===== config.mk =====
export PLATFORM = sky130hd
export DESIGN_NAME = gesture_frame_sequencer
export DESIGN_NICKNAME = d
export VERILOG_FILES = /design/src/rtl/gesture_pkg.sv /design/src/rtl/frame_raster_counter.sv /design/src/rtl/gesture_frame_sequencer.sv
export SDC_FILE = /design/constraint.sdc
export NUM_CORES = 1
export LEC_CHECK = 0
export ABC_AREA = 0
export ABC_CLOCK_PERIOD_IN_PS = 3000
export BUFFER_PORTS_ARGS = -buffer_cell sky130_fd_sc_hd__buf_2
export CAP_MARGIN = 20
export CORE_ASPECT_RATIO = 0.8
export CORE_UTILIZATION = 46
export CTS_CLUSTER_DIAMETER = 60
export DETAILED_ROUTE_END_ITERATION = 16
export PLACE_DENSITY = 0.68
export SYNTH_ARGS = -nofsm -noshare
export SYNTH_HDL_FRONTEND = slang
export SYNTH_SLANG_ARGS = --single-unit

===== constraint.sdc =====
create_clock -name clk -period 3 [get_ports clk]
set_clock_uncertainty 0.1 [all_clocks]
set_input_delay 0.45 -clock clk [delete_from_list [all_inputs] [get_ports clk]]
set_output_delay 0.45 -clock clk [all_outputs]
set_load 0.05 [all_outputs]

===== src/rtl/gesture_pkg.sv =====
// Shared types and constants for the hand-gesture frame pipeline.
package gesture_pkg;

  localparam int unsigned DEFAULT_IMAGE_WIDTH   = 384;
  localparam int unsigned DEFAULT_IMAGE_HEIGHT  = 216;
  localparam int unsigned FRAME_PIXELS          = DEFAULT_IMAGE_WIDTH * DEFAULT_IMAGE_HEIGHT;
  localparam int unsigned DEFAULT_PALM_TIMEOUT  = 4096;
  localparam int unsigned DEFAULT_SETTLE_CYCLES = 4;

  localparam int unsigned THUMB  = 0;
  localparam int unsigned INDEX  = 1;
  localparam int unsigned MIDDLE = 2;
  localparam int unsigned RING   = 3;
  localparam int unsigned PINKY  = 4;

  typedef enum logic [2:0] {
    StIdle,
    StClear,
    StCapture,
    StWaitPalm,
    StScan,
    StSettle,
    StDone
  } state_e;

  function automatic logic [2:0] finger_popcount(input logic [4:0] mask);
    return 3'(mask[THUMB]) + 3'(mask[INDEX]) + 3'(mask[MIDDLE]) +
           3'(mask[RING]) + 3'(mask[PINKY]);
  endfunction

endpackage


===== src/rtl/frame_raster_counter.sv =====
// Row/column raster counter over one frame; wraps to (0,0) after the last pixel.
module frame_raster_counter #(
  parameter int unsigned IMAGE_WIDTH  = 384,
  parameter int unsigned IMAGE_HEIGHT = 216
) (
  input  logic       clk,
  input  logic       rst,
  input  logic       clear,
  input  logic       enable,
  output logic [8:0] row,
  output logic [8:0] col,
  output logic       last
);

  logic [8:0] row_q, row_d;
  logic [8:0] col_q, col_d;
  logic       col_end;

  assign col_end = (col_q == 9'(IMAGE_WIDTH - 1));
  assign last    = col_end && (row_q == 9'(IMAGE_HEIGHT - 1));

  always_comb begin
    row_d = row_q;
    col_d = col_q;
    if (clear) begin
      row_d = '0;
      col_d = '0;
    end else if (enable) begin
      if (col_end) begin
        col_d = '0;
        row_d = last ? '0 : row_q + 9'd1;
      end else begin
        col_d = col_q + 9'd1;
      end
    end
  end

  always_ff @(posedge clk) begin
    if (rst) begin
      row_q <= '0;
      col_q <= '0;
    end else begin
      row_q <= row_d;
      col_q <= col_d;
    end
  end

  assign row = row_q;
  assign col = col_q;

endmodule


===== src/rtl/gesture_frame_sequencer.sv =====
// Per-frame controller: clear, capture, palm wait, raster scan, settle, then
// hold the latched gesture result until downstream accepts it.
module gesture_frame_sequencer
  import gesture_pkg::*;
#(
  parameter int unsigned IMAGE_WIDTH   = DEFAULT_IMAGE_WIDTH,
  parameter int unsigned IMAGE_HEIGHT  = DEFAULT_IMAGE_HEIGHT,
  parameter int unsigned PALM_TIMEOUT  = DEFAULT_PALM_TIMEOUT,
  parameter int unsigned SETTLE_CYCLES = DEFAULT_SETTLE_CYCLES
) (
  input  logic       clk,
  input  logic       rst,
  input  logic       start,
  input  logic       pix_valid,
  input  logic       palm_valid,
  input  logic [8:0] palm_width,
  input  logic [4:0] finger_status,
  output logic       capture_en,
  output logic       fid_rst,
  output logic       scan_flag,
  output logic [8:0] row_idx,
  output logic [8:0] col_idx,
  output logic       busy,
  output logic       result_valid,
  input  logic       result_ready,
  output logic [4:0] finger_mask,
  output logic [2:0] finger_count,
  output logic       err_no_palm
);

  localparam int unsigned NumPix = IMAGE_WIDTH * IMAGE_HEIGHT;
  localparam int unsigned ToW    = $clog2(PALM_TIMEOUT + 1);
  localparam int unsigned SetW   = $clog2(SETTLE_CYCLES + 1);

  state_e          state_q, state_d;
  logic [16:0]     pix_cnt_q, pix_cnt_d;
  logic [ToW-1:0]  to_cnt_q, to_cnt_d;
  logic [SetW-1:0] settle_q, settle_d;

  logic       fid_rst_q, scan_flag_q, busy_q, result_valid_q, err_q;
  logic [4:0] mask_q;
  logic [2:0] count_q;

  logic       latch;
  logic       latch_err;
  logic [4:0] latch_mask;
  logic       raster_en, raster_clr, raster_last;

  frame_raster_counter #(
    .IMAGE_WIDTH (IMAGE_WIDTH),
    .IMAGE_HEIGHT(IMAGE_HEIGHT)
  ) u_raster (
    .clk   (clk),
    .rst   (rst),
    .clear (raster_clr),
    .enable(raster_en),
    .row   (row_idx),
    .col   (col_idx),
    .last  (raster_last)
  );

  always_comb begin
    state_d    = state_q;
    pix_cnt_d  = '0;
    to_cnt_d   = '0;
    settle_d   = '0;
    raster_en  = 1'b0;
    raster_clr = 1'b1;
    latch      = 1'b0;
    latch_err  = 1'b0;
    latch_mask = '0;
    unique case (state_q)
      StIdle: begin
        if (start) state_d = StClear;
      end
      StClear: begin
        state_d = StCapture;
      end
      StCapture: begin
        pix_cnt_d = pix_cnt_q;
        if (pix_valid) begin
          if (pix_cnt_q == 17'(NumPix - 1)) begin
            state_d   = StWaitPalm;
            pix_cnt_d = '0;
          end else begin
            pix_cnt_d = pix_cnt_q + 17'd1;
          end
        end
      end
      StWaitPalm: begin
        to_cnt_d = to_cnt_q + ToW'(1);
        // A palm report in the timeout cycle still takes priority.
        if (palm_valid) begin
          if (palm_width != '0) begin
            state_d = StScan;
          end else begin
            state_d   = StDone;
            latch     = 1'b1;
            latch_err = 1'b1;
          end
        end else if (to_cnt_q == ToW'(PALM_TIMEOUT - 1)) begin
          state_d   = StDone;
          latch     = 1'b1;
          latch_err = 1'b1;
        end
      end
      StScan: begin
        raster_clr = 1'b0;
        raster_en  = 1'b1;
        if (raster_last) state_d = StSettle;
      end
      StSettle: begin
        settle_d = settle_q + SetW'(1);
        if (settle_q == SetW'(SETTLE_CYCLES - 1)) begin
          state_d    = StDone;
          latch      = 1'b1;
          latch_mask = finger_status;
        end
      end
      StDone: begin
        if (result_ready) state_d = StIdle;
      end
      default: state_d = StIdle;
    endcase
  end

  always_ff @(posedge clk) begin
    if (rst) begin
      state_q        <= StIdle;
      pix_cnt_q      <= '0;
      to_cnt_q       <= '0;
      settle_q       <= '0;
      fid_rst_q      <= 1'b0;
      scan_flag_q    <= 1'b0;
      busy_q         <= 1'b0;
      result_valid_q <= 1'b0;
      err_q          <= 1'b0;
      mask_q         <= '0;
      count_q        <= '0;
    end else begin
      state_q        <= state_d;
      pix_cnt_q      <= pix_cnt_d;
      to_cnt_q       <= to_cnt_d;
      settle_q       <= settle_d;
      fid_rst_q      <= (state_d == StClear);
      scan_flag_q    <= (state_d == StScan);
      busy_q         <= (state_d != StIdle);
      result_valid_q <= (state_d == StDone);
      if (latch) begin
        err_q   <= latch_err;
        mask_q  <= latch_mask;
        count_q <= finger_popcount(latch_mask);
      end
    end
  end

  // Write enable must line up with the pixel, so it is gated, not registered.
  assign capture_en   = pix_valid && (state_q == StCapture);
  assign fid_rst      = fid_rst_q;
  assign scan_flag    = scan_flag_q;
  assign busy         = busy_q;
  assign result_valid = result_valid_q;
  assign finger_mask  = mask_q;
  assign finger_count = count_q;
  assign err_no_palm  = err_q;

endmodule


==> results.md, run 1 <==
Global routing:
- Entering global routing, the biggest net connects 19 pins.
- The global router's overall resource usage is 18.81%.
- The first global-routing pass estimated 9963 µm of wire.
- The final global-route overflow total is 0.
- The initial antenna violation count is 0.
- The number of global-route vias before repair was 2255.

Layout:
- In the final design database the tool counted 421 nets.
- After routing the design area is 3496 µm².
- The fraction of final layout cells sized beyond drive strength 1 is about a fifth.
- The number of standard cells in the layout, taps in and fillers out is between 400 and 500.
- The count of inserted antenna diode cells is 0.
- The multi-input logic area is 1545 µm².
- The layout overhead on the synthesized area is 17.54%.
- The area taken by flip-flops and latches is 1341 µm².
- Fill cells in the final layout number between 500 and 600.

Worst setup path:
- The setup check on the worst reg-to-reg path leaves a slack of around 220 ps.
- The number of cells on the worst reg-to-reg path is 9.
- The data arrival time of the critical path is 2890 ps.
- Along the worst path, the maximum fanout reaches 4.
- The category of the most critical setup path is register to register.
- The reg-to-reg endpoint is finger_count[1].
- The endpoint class of the critical path is a register.
- The worst setup path is launched from a register.
- The required time of the worst setup path is 3110 ps.
- The startpoint of the lowest-slack register-to-register path is settle_q[0].

Hold path:
- The path with the worst hold slack has its endpoint at settle_q[0].
- The cell depth of the worst hold path is 1.
- The worst min-delay path category is register to register.
- The beginning of the worst hold path is settle_q[0].

Synth:
- For this run, the leading register cell type out of synthesis is dfxtp_1.
- The largest area contributor in the netlist is dfxtp_1.
- The commonest cells after synthesis are dfxtp_1, nor2_1, xor2_1, nand2_1.
- The cell with the most instances after synthesis is dfxtp_1.
- After synthesis, the share of flip-flops with an asynchronous set or reset is 0%.
- The register area share after synthesis is 45.10%.
- Summed over its instances, the top area cell type makes up 45.10% of the synthesized netlist area.
- The synthesized netlist contains 43 unique library cells.
- By area the synthesized netlist is led by dfxtp_1, nor2_1, xor2_1.
- The Yosys step of the flow raised 0 warnings.
- The synthesized area is 2974 µm².
- The number of synthesized register bits is 67.
- Counting every net in the synthesized netlist gives around 360.
- Dividing the synthesized area by the synthesized cell count gives 8.878 µm².
- The cell count after synthesis is 335.
- In this run, synthesis inferred 0 flip-flops with an integrated enable.

CTS:
- The root buffer cell chosen for the clock tree is clkbuf_8.
- TritonCTS built the clock tree.
- CTS saw 67 sinks.
- The later pin in the worst-skew pair is clocked with a latency of 330 ps.
- The total setup buffers inserted after CTS is 0.
- The number of clock buffers inserted by TritonCTS is 9.
- After clock tree synthesis, the repair step resized 0 gates.
- The longest clock path from root to sink contains 2 buffers.
- The H-tree level count is 3.
- After clock tree synthesis, the clock-pin slew on the worst setup and hold paths is 70 ps.
- Buffers inserted to repair hold after CTS numbered 0.

Pwr:
- Dividing total power by cell area gives a power density of slightly below 500 nW/µm².
- IR analysis of the VDD net gives a maximum drop of 0.0002244 V.
- In this run the static leakage power is 1.366 nW.

Drt:
- The DRC marker count from the first detailed-route iteration is 97.
- For this block, the routed nets add up to 5803 µm of wire.
- The count of nets left with antenna violations once routing finished came out at 0.
- The residual DRC count is 0.
- The first-pass iteration count of the detailed router is 4.
- In the final routed layout, each cell accounts on average for 12.19 µm.
- The number of vias after detailed routing is between 2000 and 2500.
- In the routed layout, each cell is associated on average with a via count of 5.101.

STA:
- Setup repair after global routing left no endpoint under its margin.
- The measured slew at the worst slew-check pin is 849.1 ps.
- The tightest slew margin relative to the limit is 43.13%.
- The final max-slew violation count is 0.
- The final critical delay including setup and external delays is 2778 ps.
- The final setup TNS is 0 ps.
- The number of failing hold endpoints at the final stage is 0.
- For this run, the top clock speed supported by timing is around 360 MHz.
- The share of the clock period used by the worst path after layout is 92.60%.
- Setup violations remaining at the end of the flow were counted as 0.

Floorplan:
- The initial standard-cell utilization of the core is 49.01%.
- The height of the die is 73.92 µm.
- The die is 91.90 µm wide.
- In this run the standard cell core region covers 6068 µm².
- The floorplan has 25 rows.
- The floorplan step defined a die boundary enclosing 6793 µm².
- 52 I/O pins were placed.

Placed design:
- The last weighted congestion value of the routability-driven placer is 0.7744.
- Once detailed placement completed, the half-perimeter wirelength came to about 4200 µm.
- The placed instances occupy a cell area of 3314 µm².
- In this run, placement finished with an instance count of 462.
- Input and output buffers added on the ports amount to 51.

Run status:
- The run finished with clean final reports.

Flow run:
- The tool flagged a number of max-cap violations equal to 0.
==> critical path, stage by stage (launching register included) <==
cell,delay [ps]
dfxtp_1,340
ha_1,150
ha_1,170
nor3b_1,370
and2_1,240
fa_1,450
fa_1,390
ha_1,280
mux2i_1,120
nor2_1,50
==> registers in the layout, indices dropped and copies added, names as in the netlist <==
register / count
u_raster.row: 9
settle_q: 3
to_cnt_q: 13
scan_flag: 1
u_raster.col: 9
pix_cnt_q: 17
busy: 1
result_valid: 1
finger_count: 3
finger_mask: 5
fid_rst: 1
state_q: 3
err_no_palm: 1
==> report_power, final <==
| group | internal, mW | leakage (nW) | switching, mW | total (mW) |
|---|---|---|---|---|
| Sequential | 0.896 | 0.540 | 0.00308 | 0.899 |
| Combinational | 0.0294 | 0.731 | 0.0529 | 0.0823 |
| Clock | 0.395 | 0.0950 | 0.305 | 0.700 |
| Total | 1.32 | 1.37 | 0.361 | 1.68 |
==> cell type report <==
class	count	area share (%)
Clock buffer	11	4.044
Multi-Input combinational cell	248	44.20
Sequential cell	67	38.37
Timing Repair Buffer	55	8.160
Inverter	11	1.181
Tap cell	81	2.899
Clock inverter	3	1.145
==> per-layer routing <==
metal	part of all wire (%)	GRT usage [%]	vias to the layer above
met5	0	0	-
met4	0.43	7.292	0
met3	4.1	6.315	2
met2	44	30.02	47
met1	51	23.88	1113
li1	-	-	1266
==> how the worst max path moves through the flow <==
stage | cells after the start | endpoint | slack, ps | start
finish | 9 | finger_count[1] | 220 | settle_q[0]
global route | 9 | finger_count[1] | 100 | settle_q[0]
CTS | 9 | finger_count[1] | 210 | settle_q[0]
detailed placement | 9 | finger_count[1] | 220 | settle_q[0]
global placement | 9 | finger_count[1] | 360 | settle_q[0]
floorplan | 6 | fid_rst | 300 | pix_valid
==> layout by cell type, fill, tap and decap left out, types with 3 or more instances in the layout <==
cell	netlist	final
a21oi_1	11	11
a31oi_1	3	3
and2_1	7	7
and3_1	4	4
buf_2	1	51
buf_4	1	4
clkbuf_8	0	10
dfxtp_1	67	67
ha_1	7	7
inv_1	11	11
mux2i_1	4	4
nand2_1	19	19
nand2b_1	5	5
nand3_1	17	17
nand4_1	14	14
nor2_1	65	65
nor3_1	7	7
nor3b_1	4	4
nor4_1	3	3
o21ai_0	6	6
or3_1	7	7
or4_1	3	3
xnor2_1	17	17
xor2_1	21	21
==> per-stage QoR <==
| stage | setup slack, ps | total power, mW | hold slack, ps | utilization (%) |
|---|---|---|---|---|
| final | 221.9 | 1.681 | 348.1 | 57.61 |
| after CTS | 208.6 | 1.703 | 332.7 | 57.61 |
| after detailed placement | 222.8 | 1.001 | 335.8 | 54.62 |
| after floorplan | 304.8 | 0.9737 | 307.2 | - |
| after global routing | 98.54 | 1.748 | 348.2 | 57.61 |
| after global placement | 355.9 | 1.001 | 315.9 | 54.62 |
==> logic make-up (layout without fill, tap and decap cells) <==
group | after synthesis | count (layout) | synth area share, %
buffers and inverters | 20 | 80 | 2.945
AND/OR/NAND/NOR | 168 | 168 | 28.61
multiplexers | 4 | 4 | 1.346
flip-flops | 67 | 67 | 45.10
AO/OA/AOI/OAI | 29 | 29 | 6.521
adder cells (fa/ha/maj) | 9 | 9 | 4.291
XOR/XNOR | 38 | 38 | 11.19
No activity file was read; power rests on OpenSTA's default activity.
==> run 2: changes to the inputs <==
- REMOVE_ABC_BUFFERS: not set -> 1
==> results.md, run 2 (synthesis gave the netlist of run 1 again) <==
Drt:
- The DRC marker count from the first detailed-route iteration is 76.
- The number of vias after detailed routing is 2409.
- Dividing the detail-routed via count by the number of cells gives 5.040.
- The average routed wire per standard cell is 12.09 µm.
- The final layout contains routed wiring with a total length of 5778 µm.
- After detailed routing, the number of remaining DRC violations is 0.
- The number of antenna-violating nets in the routed design is 0.
- The first-pass iteration count of the detailed router is 5.

CTS:
- The tree built by TritonCTS fans out to 67 sinks.
- After clock tree synthesis, the clock-pin slew on the worst setup and hold paths is about 70 ps.
- The total setup buffers inserted after CTS is 0.
- Buffers inserted to repair hold after CTS numbered 0.
- The root buffer cell chosen for the clock tree is clkbuf_8.
- The number of clock buffers added by TritonCTS is 9.
- Post-CTS repair changed the size of 0 cells.
- CTS built an H-tree with a depth of 3.
- The maximum number of buffers from clock root to sink is 2.
- The clock latency on the worst-skew pair is approximately 340 ps.
- The TritonCTS clock tree is yes.

Hold path:
- The worst min-delay path category is primary input to register.

Floorplan:
- For this configuration, the core starts out at a cell density of 49.01%.
- The die is 91.90 µm wide.
- 52 I/O pins were placed.
- The die covers slightly below 7000 µm².
- In this run the core area contains 25 standard-cell rows.
- The total core area is approximately 6100 µm².
- The height of the die is 73.92 µm.

STA:
- The number of failing hold endpoints at the final stage is 0.
- At the pin with the least slew margin, the transition time is around 820 ps.
- Setup repair after global routing left no endpoint under its margin.
- The final critical delay including setup and external delays is approximately 2700 ps.
- The share of the clock period used by the worst path after layout is 91.18%.
- Setup violations remaining at the end of the flow were counted as 0.
- Adding up every negative setup slack in the final design gives 0 ps.
- The fmax is 365.6 MHz.
- The worst pin sits at a relative slew slack of 45.12%.
- The final max-slew violation count came to 0.

Worst setup path:
- The maximum cell stage delay along the critical path is 440 ps.
- The cell repeated most along the worst path is ha_1.
- The maximum fanout encountered on the critical timing path is 4.
- For this design, the slowest cell found on the critical path is fa_1.
- The startpoint type of the worst setup path is a register.
- The required time of the worst setup path is 3120 ps.
- The signal on the critical path passes through ha_1 > ha_1 > nor3b_1 > and2_1 > fa_1 > fa_1 > ha_1 > mux2i_1 > nor2_1.
- The category of the most critical setup path is register to register.
- STA classifies the critical path endpoint as a register.
- The data arrival time of the critical path is 2860 ps.

Layout:
- The area growth from synthesis to layout is 18.47%.
- The most flop-heavy register is pix_cnt_q.
- The fraction of final layout cells sized beyond drive strength 1 is 19.40%.
- In the final design database the tool counted 421 nets.
- The flip-flop count of the largest register, all copies and words added is 17.
- The count of inserted antenna diode cells is 0.
- The post-layout utilization of the core is about three fifths.
- The top cell types in the final layout, fill and taps aside, are dfxtp_1, nor2_1, buf_2.
- The largest registers in the layout are pix_cnt_q x17, to_cnt_q x13.
- Leaving out fill and tap cells, the most frequent cell in the layout is dfxtp_1.

Flow run:
- Max-cap violations in this run came to 0.

Global routing:
- The number of global-route vias before repair is 2275.
- The fraction of met2 tracks used by global routing is 28.52%.
- The initial antenna violation count was 0.
- The global routing stage identified its most utilized layer as met2.
- The met1 capacity usage during global routing is 24.73%.
- The global router's overall resource usage is around a fifth.
- The met3 usage is 6.211%.
- The maximum number of pins on one net before global-route repair is 19.
- Summed over all layers, the global routing overflow is 0.
- The global-route wire length before repair is 10010 µm.

Pwr:
- After layout, the design draws a total of about 1.8 mW.
- For this design the static power due to leakage is ~1.4 nW.
- For this design the ratio of total power to cell area is 503.3 nW/µm².
- The maximum resistive drop on vdd is 0.0002473 V.

Placed design:
- The count of buffers added on input and output ports is 51.
- Detailed placement finished with a half-perimeter wire length of 4204 µm.
- The last weighted congestion value of the routability-driven placer is 0.7796.

Run status:
- The flow ran to the end, and the final reports show no timing, DRC or antenna violations.
## run 2: changes by cell type in the layout (fill, tap and decap cells not counted), sizes merged
cell / previous run / this run
clkinvlp: 0 / 1
bufinv: 1 / 2
## run 2: cell type report
type / instances / area (µm²)
timing repair buffer: 55 / 285.3
clock buffer: 11 / 131.4
fill: 565 / 2545
clock inverter: 5 / 77.57
tap: 81 / 101.3
sequential: 67 / 1341
multi-input combinational: 248 / 1545
inverter: 11 / 41.29
## run 2: worst max-delay path, delay by kind of cell (launching register included)
| family | cells | cell delay (ps) |
|---|---|---|
| and+or+nand+nor | 3 | 640 |
| adders and majority gates | 5 | 1420 |
| muxes | 1 | 120 |
| DFF | 1 | 340 |
## run 2: metal layers
layer | part of all wire (%) | vias up
met2 | 43 | 50
met4 | 1.4 | 0
met1 | 51 | 1085
met3 | 4.6 | 13
li1 | - | 1261
met5 | 0 | -
## run 2: path summary, 6_finish.rpt
kind               startpoint              end  slack (ps)  cells after the start
hold reg to reg   settle_q[0]      settle_q[0]         340                      1
setup reg to reg  settle_q[0]  finger_count[1]         260                      9
hold / removal      pix_valid     pix_cnt_q[1]         340                      3
setup / recovery  settle_q[0]  finger_count[1]         260                      9
## run 2: through the flow
| step | cell area, µm² | instances | hold WS, ps | setup slack [ps] |
|---|---|---|---|---|
| after global placement | 3314 | 462 | 316.4 | 366.2 |
| after global routing | 3523 | 478 | 357.5 | 56.80 |
| after floorplan | 2928 | 326 | 303.7 | 363.0 |
| final | 3523 | 478 | 340.9 | 264.6 |
| after detailed placement | 3314 | 462 | 331.5 | 275.7 |
| after CTS | 3523 | 478 | 324.0 | 246.6 |
## run 2: report_power, final
| group | total (mW) | switching, mW | internal [mW] | leakage, nW |
|---|---|---|---|---|
| Sequential | 0.899 | 0.00317 | 0.896 | 0.540 |
| Combinational | 0.0829 | 0.0535 | 0.0294 | 0.731 |
| Clock | 0.792 | 0.326 | 0.466 | 0.103 |
==> run 3: changes to the inputs <==
- PLACE_DENSITY: 0.68 -> not set
- PLACE_DENSITY_LB_ADDON: not set -> 0.08
==> results.md, run 3 (synthesis gave the netlist of run 1 again) <==
Global routing:
- The global router's overall resource usage is 18.71%.
- The final global-route overflow total is 0.
- The maximum number of pins on one net before global-route repair is 19.
- The number of global-route vias before repair is 2146.
- The first global-routing pass estimated 9825 µm of wire.
- The initial antenna violation count is 0.

Placed design:
- The placed instances occupy a cell area of roughly 3300 µm².
- The last weighted congestion value of the routability-driven placer is roughly 0.8.
- The number of placed instances, taps included is 461.
- The number of input and output port buffers inserted is 51.
- The HPWL after detailed placement is 4161 µm.
- The setup slack at placement is roughly 35 ps.

CTS:
- The maximum number of buffers from clock root to sink is 2.
- CTS placed an instance of clkbuf_8 at the clock tree root.
- Buffers inserted to repair hold after CTS numbered 0.
- After clock tree synthesis, the clock-pin slew on the worst setup and hold paths is 70 ps.
- CTS saw 67 sinks.
- Clock latency on the worst-skew pair, taken at its later pin, is 340 ps.
- The H-tree level count is 3.
- The TritonCTS clock tree is yes.
- The number of clock buffers inserted by TritonCTS is 9.

Pwr:
- Power spread over the standard cell area amounts to 512.0 nW/µm².
- The share of total power dissipated in combinational logic is 4.6%.
- The switching share of power is 21.64%.
- In this run the static leakage power is 1.376 nW.
- The clock network is responsible for approximately 46% of the overall power.
- The internal portion of the total power is 1.417 mW.
- The total design power is 1.808 mW.
- The worst-case IR drop observed on VDD is 0.0003076 V.
- The switching power summed over all nets is 0.3912 mW.
- The part of the total power dissipated in sequential elements is 49.7%.

Drt:
- The average routed wire per standard cell is ~12 µm.
- Once detail routing completed, the nets flagged for antenna violations numbered 0.
- The DRC marker count from the first detailed-route iteration is 75.
- Across all layers, the routed design uses roughly 2400 vias.
- The first-pass iteration count of the detailed router is 4.
- In the routed design, unresolved DRC markers number 0.
- The routed design has 5790 µm of wire.
- Dividing the detail-routed via count by the number of cells gives 4.956.

Worst setup path:
- STA classifies the critical path startpoint as a register.
- Data on the critical path is required at its endpoint by 3120 ps.
- The worst setup path is captured at a register.
- The data arrival time of the critical path is around 2900 ps.
- The category of the most critical setup path is register to register.
- In this run the worst path has a maximum fanout of 7.
- The worst setup slack for register-to-register paths is around 260 ps.

Layout:
- The fraction of final layout cells sized beyond drive strength 1 is 19.44%.
- The flip-flop count of the largest register, all copies and words added is 17.
- The final non-filler cell area is 3531 µm².
- The number of standard cells in the layout, taps in and fillers out is 477.
- Leaving out fill and tap cells, the most frequent cell in the layout is dfxtp_1.
- Fill cells in the final layout number 578.
- Leaving out fill and tap cells, the most frequent cells in the layout are dfxtp_1, nor2_1, buf_2.
- The largest registers in the layout are pix_cnt_q x17, to_cnt_q x13.
- The final layout contains 420 nets.
- Ranked by flip-flop count, first place goes to pix_cnt_q.
- The count of inserted antenna diode cells is 0.
- Relative to the synthesized area, the layout overhead comes to 18.72%.

Run status:
- The run finished with clean final reports.

Floorplan:
- The total I/O pin count is 52.
- The die footprint is 6793 µm².
- The total core area is a little over 6000 µm².
- Once the floorplan was initialized, standard cells occupied 49.01% of the core.
- The floorplan row count is 25.
- In this run the horizontal extent of the chip is between 90 and 100 µm.
- The height of the die is around 74 µm.

STA:
- The tightest slew margin relative to the limit is 43.77%.
- In the finished design, the share of the clock period the worst path needs comes to 91.28%.
- The number of failing hold endpoints at the final stage is 0.
- The final max-slew violation count is 0.
- For the pin with the worst max-slew slack, the measured transition is ~840 ps.
- The final setup TNS is 0 ps.
- The smallest clock period supported by the final layout is computed as 2738 ps.
- Setup violations remaining at the end of the flow were counted as 0.
- In the post-route analysis, the smallest setup slack over all paths is 261.5 ps.
- Setup repair after global routing left no endpoint under its margin.
- Timing would allow up to 365.2 MHz.

Flow run:
- Max-cap violations in this run came to 0.

Hold path:
- The path class of the tightest hold or removal check is primary input to register.
-- run 3: cell types whose count changed in the layout (fill, tap and decap cells not counted) --
cell        previous run  this run
buf_4                  4         3
clkbuf_8               9        10
clkinv_2               2         1
clkinv_4               0         1
clkinvlp_4             1         0
nor3b_1                4         3
nor3b_2                0         1
-- run 3: power by group through the flow --
stage,Combinational (mW),Clock (mW),Sequential [mW]
2_1_floorplan,0.0327,0,0.934
6_report,0.0835,0.826,0.898
3_3_place_gp,0.0832,0,0.918
5_1_grt,0.0929,0.893,0.899
4_1_cts,0.0839,0.848,0.898
3_5_place_dp,0.0838,0,0.918
-- run 3: worst paths after layout --
check | start | to | depth (start not counted)
setup reg to reg | settle_q[0] | finger_count[1] | 9
hold reg to reg | settle_q[0] | settle_q[0] | 1
hold / removal | pix_valid | pix_cnt_q[1] | 3
setup / recovery | settle_q[0] | finger_count[1] | 9
-- run 3: layer usage --
| metal | wire length [µm] | GRT usage [%] | vias up |
|---|---|---|---|
| met5 | 0 | 0 | - |
| met4 | 63 | 6.250 | 0 |
| met3 | 218 | 6.936 | 8 |
| met2 | 2361 | 28.11 | 30 |
| met1 | 3146 | 25.03 | 1067 |
| li1 | - | - | 1259 |
-- run 3: through the flow --
| step | util, % | hold WS (ps) |
|---|---|---|
| detailed placement | 54.49 | 326.0 |
| CTS | 58.10 | 318.2 |
| floorplan | - | 303.7 |
| finish | 58.19 | 332.0 |
| global placement | 54.49 | 316.7 |
| global route | 58.19 | 346.3 |
-- run 3: critical path: stages, from the launching register on --
cell     delay [ps]
dfxtp_1         330
ha_1            150
ha_1            170
nor3b_2         350
and2_1          230
fa_1            450
fa_1            380
ha_1            280
mux2i_1         120
nor2_1           50
-- run 3: layout make-up --
cell class / count / area (µm²) / share of cell area (%)
Clock buffer: 12 / 145.1 / 4.111
Clock inverter: 4 / 73.82 / 2.091
Inverter: 11 / 41.29 / 1.169
Multi-Input combinational cell: 248 / 1550 / 43.91
Sequential cell: 67 / 1341 / 37.99
Tap cell: 81 / 101.3 / 2.870
Timing Repair Buffer: 54 / 277.8 / 7.867
-- run 3: timing repair --
action                                 in CTS  in global routing
gates resized for setup                     0                  1
setup buffers                               0                  0
endpoints found under the hold margin       0                  0
setup endpoints to repair                   0                  3
